File: src/rtl/mem_port_arbiter.sv
// Arbiter sharing one synchronous-read vector memory between the pipeline (P) and host loader (H).
// Optional grant/stall statistics counters are built when ARB_STATS_EN is defined.
module mem_port_arbiter #(
  parameter int unsigned ADDR_BITS     = 6,
  parameter int unsigned DATA_W        = 64,
  parameter int unsigned HOST_MAX_WAIT = 4
) (
  input  logic                 clk_i,
  input  logic                 rst_i,
  input  logic                 p_req_i,
  input  logic                 p_we_i,
  input  logic [ADDR_BITS-1:0] p_addr_i,
  input  logic [DATA_W-1:0]    p_wd_i,
  output logic                 p_stall_o,
  output logic [DATA_W-1:0]    p_rd_o,
  output logic                 p_valid_o,
  input  logic                 h_req_i,
  input  logic                 h_we_i,
  input  logic [ADDR_BITS-1:0] h_addr_i,
  input  logic [DATA_W-1:0]    h_wd_i,
  output logic                 h_gnt_o,
  output logic [DATA_W-1:0]    h_rd_o,
  output logic                 h_valid_o,
  output logic                 mem_we_o,
  output logic [ADDR_BITS-1:0] mem_a_o,
  output logic [DATA_W-1:0]    mem_wd_o,
  input  logic [DATA_W-1:0]    mem_rd_i
`ifdef ARB_STATS_EN
  ,
  output logic [15:0]          stat_hgnt_o,
  output logic [15:0]          stat_stall_o
`endif
);

  localparam logic [3:0] WAIT_MAX = 4'(HOST_MAX_WAIT);

  logic                 h_win;
  logic                 p_gnt;
  logic [3:0]           wait_q, wait_d;
  logic [ADDR_BITS-1:0] last_a_q;
  logic                 s1_rd_q, s1_rd_d;
  logic                 s1_h_q, s1_h_d;
  logic [DATA_W-1:0]    p_rd_q, h_rd_q;
  logic                 p_valid_q, h_valid_q;

  // Grants are gated by reset so every output reads 0 while rst_i is low.
  always_comb begin
    h_win = rst_i & h_req_i & (~p_req_i | (wait_q == WAIT_MAX));
    p_gnt = rst_i & p_req_i & ~h_win;

    p_stall_o = rst_i & p_req_i & ~p_gnt;
    h_gnt_o   = h_win;

    mem_we_o = 1'b0;
    mem_a_o  = last_a_q;
    mem_wd_o = '0;
    if (h_win) begin
      mem_we_o = h_we_i;
      mem_a_o  = h_addr_i;
      mem_wd_o = h_wd_i;
    end else if (p_gnt) begin
      mem_we_o = p_we_i;
      mem_a_o  = p_addr_i;
      mem_wd_o = p_wd_i;
    end

    if (h_win || !h_req_i) begin
      wait_d = '0;
    end else if (wait_q == WAIT_MAX) begin
      wait_d = wait_q;
    end else begin
      wait_d = wait_q + 4'd1;
    end

    s1_rd_d = (h_win & ~h_we_i) | (p_gnt & ~p_we_i);
    s1_h_d  = h_win;
  end

  always_ff @(posedge clk_i or negedge rst_i) begin
    if (!rst_i) begin
      wait_q    <= '0;
      last_a_q  <= '0;
      s1_rd_q   <= 1'b0;
      s1_h_q    <= 1'b0;
      p_rd_q    <= '0;
      h_rd_q    <= '0;
      p_valid_q <= 1'b0;
      h_valid_q <= 1'b0;
    end else begin
      wait_q    <= wait_d;
      last_a_q  <= mem_a_o;
      s1_rd_q   <= s1_rd_d;
      s1_h_q    <= s1_h_d;
      p_valid_q <= 1'b0;
      h_valid_q <= 1'b0;
      // Stage 2: memory data for last cycle's read lands in its owner's holding register.
      if (s1_rd_q) begin
        if (s1_h_q) begin
          h_rd_q    <= mem_rd_i;
          h_valid_q <= 1'b1;
        end else begin
          p_rd_q    <= mem_rd_i;
          p_valid_q <= 1'b1;
        end
      end
    end
  end

  assign p_rd_o    = p_rd_q;
  assign p_valid_o = p_valid_q;
  assign h_rd_o    = h_rd_q;
  assign h_valid_o = h_valid_q;

`ifdef ARB_STATS_EN
  logic [15:0] stat_hgnt_q, stat_hgnt_d;
  logic [15:0] stat_stall_q, stat_stall_d;

  always_comb begin
    stat_hgnt_d  = stat_hgnt_q;
    stat_stall_d = stat_stall_q;
    if (h_win && (stat_hgnt_q != '1)) begin
      stat_hgnt_d = stat_hgnt_q + 16'd1;
    end
    if (p_stall_o && (stat_stall_q != '1)) begin
      stat_stall_d = stat_stall_q + 16'd1;
    end
  end

  always_ff @(posedge clk_i or negedge rst_i) begin
    if (!rst_i) begin
      stat_hgnt_q  <= '0;
      stat_stall_q <= '0;
    end else begin
      stat_hgnt_q  <= stat_hgnt_d;
      stat_stall_q <= stat_stall_d;
    end
  end

  assign stat_hgnt_o  = stat_hgnt_q;
  assign stat_stall_o = stat_stall_q;
`endif

endmodule

File: config.mk
export PLATFORM = sky130hd
export DESIGN_NAME = mem_port_arbiter
export DESIGN_NICKNAME = d
export VERILOG_FILES = /design/src/rtl/mem_port_arbiter.sv
export SDC_FILE = /design/constraint.sdc
export NUM_CORES = 1
export LEC_CHECK = 0
export BUFFER_PORTS_ARGS = -buffer_cell sky130_fd_sc_hd__buf_4
export CAP_MARGIN = 20
export CORE_ASPECT_RATIO = 0.5
export CORE_MARGIN = 2
export CORE_UTILIZATION = 30
export CTS_CLUSTER_DIAMETER = 200
export DETAILED_ROUTE_END_ITERATION = 16
export SYNTH_ARGS = -nofsm -noshare
export SYNTH_HDL_FRONTEND = slang
export SYNTH_SLANG_ARGS = --single-unit
File: constraint.sdc
create_clock -name clk_i -period 3.75 [get_ports clk_i]
set_input_delay 0.1875 -clock clk_i [delete_from_list [all_inputs] [get_ports clk_i]]
set_output_delay 0.1875 -clock clk_i [all_outputs]
set_load 0.02 [all_outputs]
==> metrics.log <==
[metrics] Die Outline Area: 21,600 um2
[metrics] Worst Tran Pin Value: 940 ps
[metrics] width of the chip: 206 um
[metrics] final net count: 1,045
[metrics] share of cells above drive strength 1: 70.3%
[metrics] Worst Setup End Kind: output pin
[metrics] pin count of the biggest net entering global routing: 79
[metrics] Data required, critical path: 3560 ps
[metrics] count leader, synth: sky130_fd_sc_hd__dfrtp_1
[metrics] maxcap violations: 0
[metrics] Critical path buffers and inverters: 3
[metrics] top flip-flop cell by instance count after synthesis: sky130_fd_sc_hd__dfrtp_1
[metrics] total of warnings raised by yosys: 0
[metrics] outcome: completed
[metrics] maximum root-to-sink buffer count: 2
[metrics] top cell types by occurrence after synthesis: sky130_fd_sc_hd__dfrtp_1 (142), sky130_fd_sc_hd__mux2_2 (140), sky130_fd_sc_hd__a22o_1 (65)
[metrics] H-tree levels: 4
[metrics] fraction of the yosys area taken by sequential cells: 58.0%
[metrics] clock period minus final worst setup slack: 2710 ps
[metrics] static leakage: 0.00501 uW
[metrics] Overall Global Routing Usage: 20.5%
[metrics] hold path depth: 2
[metrics] Initial DRC Count: 267
[metrics] total power consumption of the routed design: 5920 uW
[metrics] via density per instance: 4.66
[metrics] routed vias: 5,186
[metrics] number of fill cells: 1,790
[metrics] Worst Reg-to-Reg Cells: 6
[metrics] part of the cycle the worst path needs: 72.3%
[metrics] total iterations of the first detailed-routing run: 4
[metrics] CTS sink count: 142
[metrics] number of antenna-violating nets in the routed design: 0
[metrics] number of buffers created by CTS: 17
[metrics] FP Rows: 36
[metrics] RSZ-0062 raised after global routing: no
[metrics] count of cells resized by post-cts repair: 0
[metrics] worst clock skew: 8.20 ps
[metrics] number of nets produced by synthesis: 616
[metrics] leading post-synthesis cells by cell area: sky130_fd_sc_hd__dfrtp_1 (58%), sky130_fd_sc_hd__mux2_2 (26%), sky130_fd_sc_hd__a22o_1 (9.3%)
[metrics] DRC viols: 0
[metrics] max-slew violation count: 0
[metrics] IO Pins: 413
[metrics] cell at the root of the clock tree: sky130_fd_sc_hd__clkbuf_16
[metrics] instance count of the mapped netlist: 404
[metrics] count of placed standard cells in the final layout, fillers left out: 1,113
[metrics] vias in the first global route: 5,403
[metrics] count of final setup violators: 0
[metrics] clock input transition at the sequential cells of the worst setup and hold paths: 60 ps
[metrics] Yosys reg bits: 142
[metrics] reg-to-reg setup timing slack: 1860 ps
[metrics] Skew-Pair Late Insertion Delay: 410 ps
[metrics] sum of overflow across all layers after global routing: 0
[metrics] Floorplan Core Area: 19,700 um2
[metrics] Placed Instances: 1,058
[metrics] type of the setup path with the least slack: reg -> out
[metrics] TritonCTS clock tree: yes
[metrics] slowest library cell on the worst path: sky130_fd_sc_hd__inv_6
[metrics] Max transition margin: 37.3%
[metrics] share of async-settable or async-resettable flops after synthesis: 100%
[metrics] Min Hold Slack: 15.9 ps
[metrics] initial antenna violation count: 3
[metrics] kind of start point of the critical path: flop
[metrics] height of the die: 105 um
[metrics] total wire length: 22,400 um
[metrics] first-pass GRT wire length: 33,100 um
[metrics] Tightest Hold Check Type: in -> reg
[metrics] top fanout value on the critical path: 71
[metrics] biggest area consumer among synthesized cells: sky130_fd_sc_hd__dfrtp_1
[metrics] number of synthesized flops with an enable pin: 0
[metrics] endpoints failing hold: 0
[metrics] top cell type's share of synthesized area: 58.0%
[metrics] Distinct cells, synth: 22
[metrics] Max IR drop VDD: 0.343 mV
[metrics] effective utilization at floorplan: 31.1%
[metrics] fmax: 369 MHz
[metrics] Crit path arrival time: 2520 ps
[metrics] largest stage delay on the critical path: 450 ps
[metrics] cell chain of the critical path: inv_1, ha_1, nand3b_1, a21o_1, inv_6, a22o_1, buf_4
[metrics] logic depth of the worst setup path including buffers: 7
[metrics] final weighted congestion in routability-driven placement: 0.870
[metrics] CP top delay family: buffers and inverters
[metrics] Avg Inst Size Synth: 15.2 um2
[metrics] Wirelength per Cell: 20.2 um
[metrics] area of the mapped netlist: 6130 um2
[metrics] DPL Wire Length: 17,200 um
[metrics] synth-to-layout area growth: 66.7%
[metrics] Port Buffer Count: 412
[metrics] Power Dens Cells: 580 nW/um2
[metrics] setup_tns: 0 ps
## flip-flops by register name (all words and copies together) (netlist names)
register,cells
last_a_q,6
p_rd_o,64
s1_h_q,1
s1_rd_q,1
p_valid_o,1
h_valid_o,1
wait_q,4
h_rd_o,64
## routing by layer
layer / share of wire (%) / vias to the layer above / track usage [%] / routed length, um
li1: - / 2352 / - / -
met1: 39 / 2625 / 24.5 / 8770
met2: 52 / 174 / 35.0 / 11700
met3: 6.9 / 33 / 6.39 / 1540
met4: 2.0 / 2 / 6.48 / 439
met5: 0.058 / - / 0 / 13
## final timing paths
kind / start / to
hold / removal: mem_rd_i[5] / h_rd_o[5]
setup / recovery: wait_q[0] / mem_wd_o[61]
hold reg to reg: h_rd_o[31] / h_rd_o[31]
setup reg to reg: wait_q[0] / wait_q[2]
min in group asynchronous: rst_i / last_a_q[2]
max in group asynchronous: rst_i / p_rd_o[63]
## layout by cell type (no fill, tap or decap), types with 3 or more instances in the layout
cell / count
sky130_fd_sc_hd__a22o_1: 65
sky130_fd_sc_hd__buf_4: 416
sky130_fd_sc_hd__clkbuf_16: 17
sky130_fd_sc_hd__clkinv_4: 4
sky130_fd_sc_hd__dfrtp_1: 142
sky130_fd_sc_hd__dlygate4sd3_1: 21
sky130_fd_sc_hd__inv_1: 5
sky130_fd_sc_hd__inv_6: 5
sky130_fd_sc_hd__mux2_2: 140
sky130_fd_sc_hd__nor3_1: 3
## metrics by stage
stage	setup WS [ps]	util (%)	instance area (um2)
finish	1040	51.8	10200
global route	869	51.7	10200
CTS	1010	51.3	10100
detailed placement	1480	47.5	9370
global placement	1540	47.5	9370
floorplan	2030	-	6130
## power breakdown
part           switching, uW  internal [uW]
Clock                    685           1010
Combinational           1050           1040
Sequential               205           1930
## cell families (layout without fill, tap and decap cells)
| logic type | after synthesis | count (layout) | synth area share, % |
|---|---|---|---|
| AOI/OAI and AO/OA | 69 | 69 | 9.82 |
| buffers and inverters | 35 | 476 | 4.35 |
| other | 0 | 2 | 0 |
| xor gates and xnor gates | 2 | 2 | 0.286 |
| muxes | 142 | 142 | 26.1 |
| and+or+nand+nor | 12 | 12 | 1.06 |
| DFF | 142 | 142 | 58.0 |
| adders and majority gates | 2 | 2 | 0.408 |
## layout make-up
cell class	count	area (um2)	area share, %
Timing Repair Buffer	439	3370	33.0
Antenna cell	2	5.00	0.0490
Clock buffer	18	439	4.30
Tap cell	266	333	3.26
Clock inverter	13	156	1.53
Inverter	6	27.5	0.270
Multi-Input combinational cell	227	2320	22.8
Sequential cell	142	3550	34.8
## what timing repair did
item                                   CTS  global route
endpoints found under the hold margin   28             5
hold buffers                            16             5
buffers inserted                         0             0
Note: power is estimated with default switching activity, not from simulation.
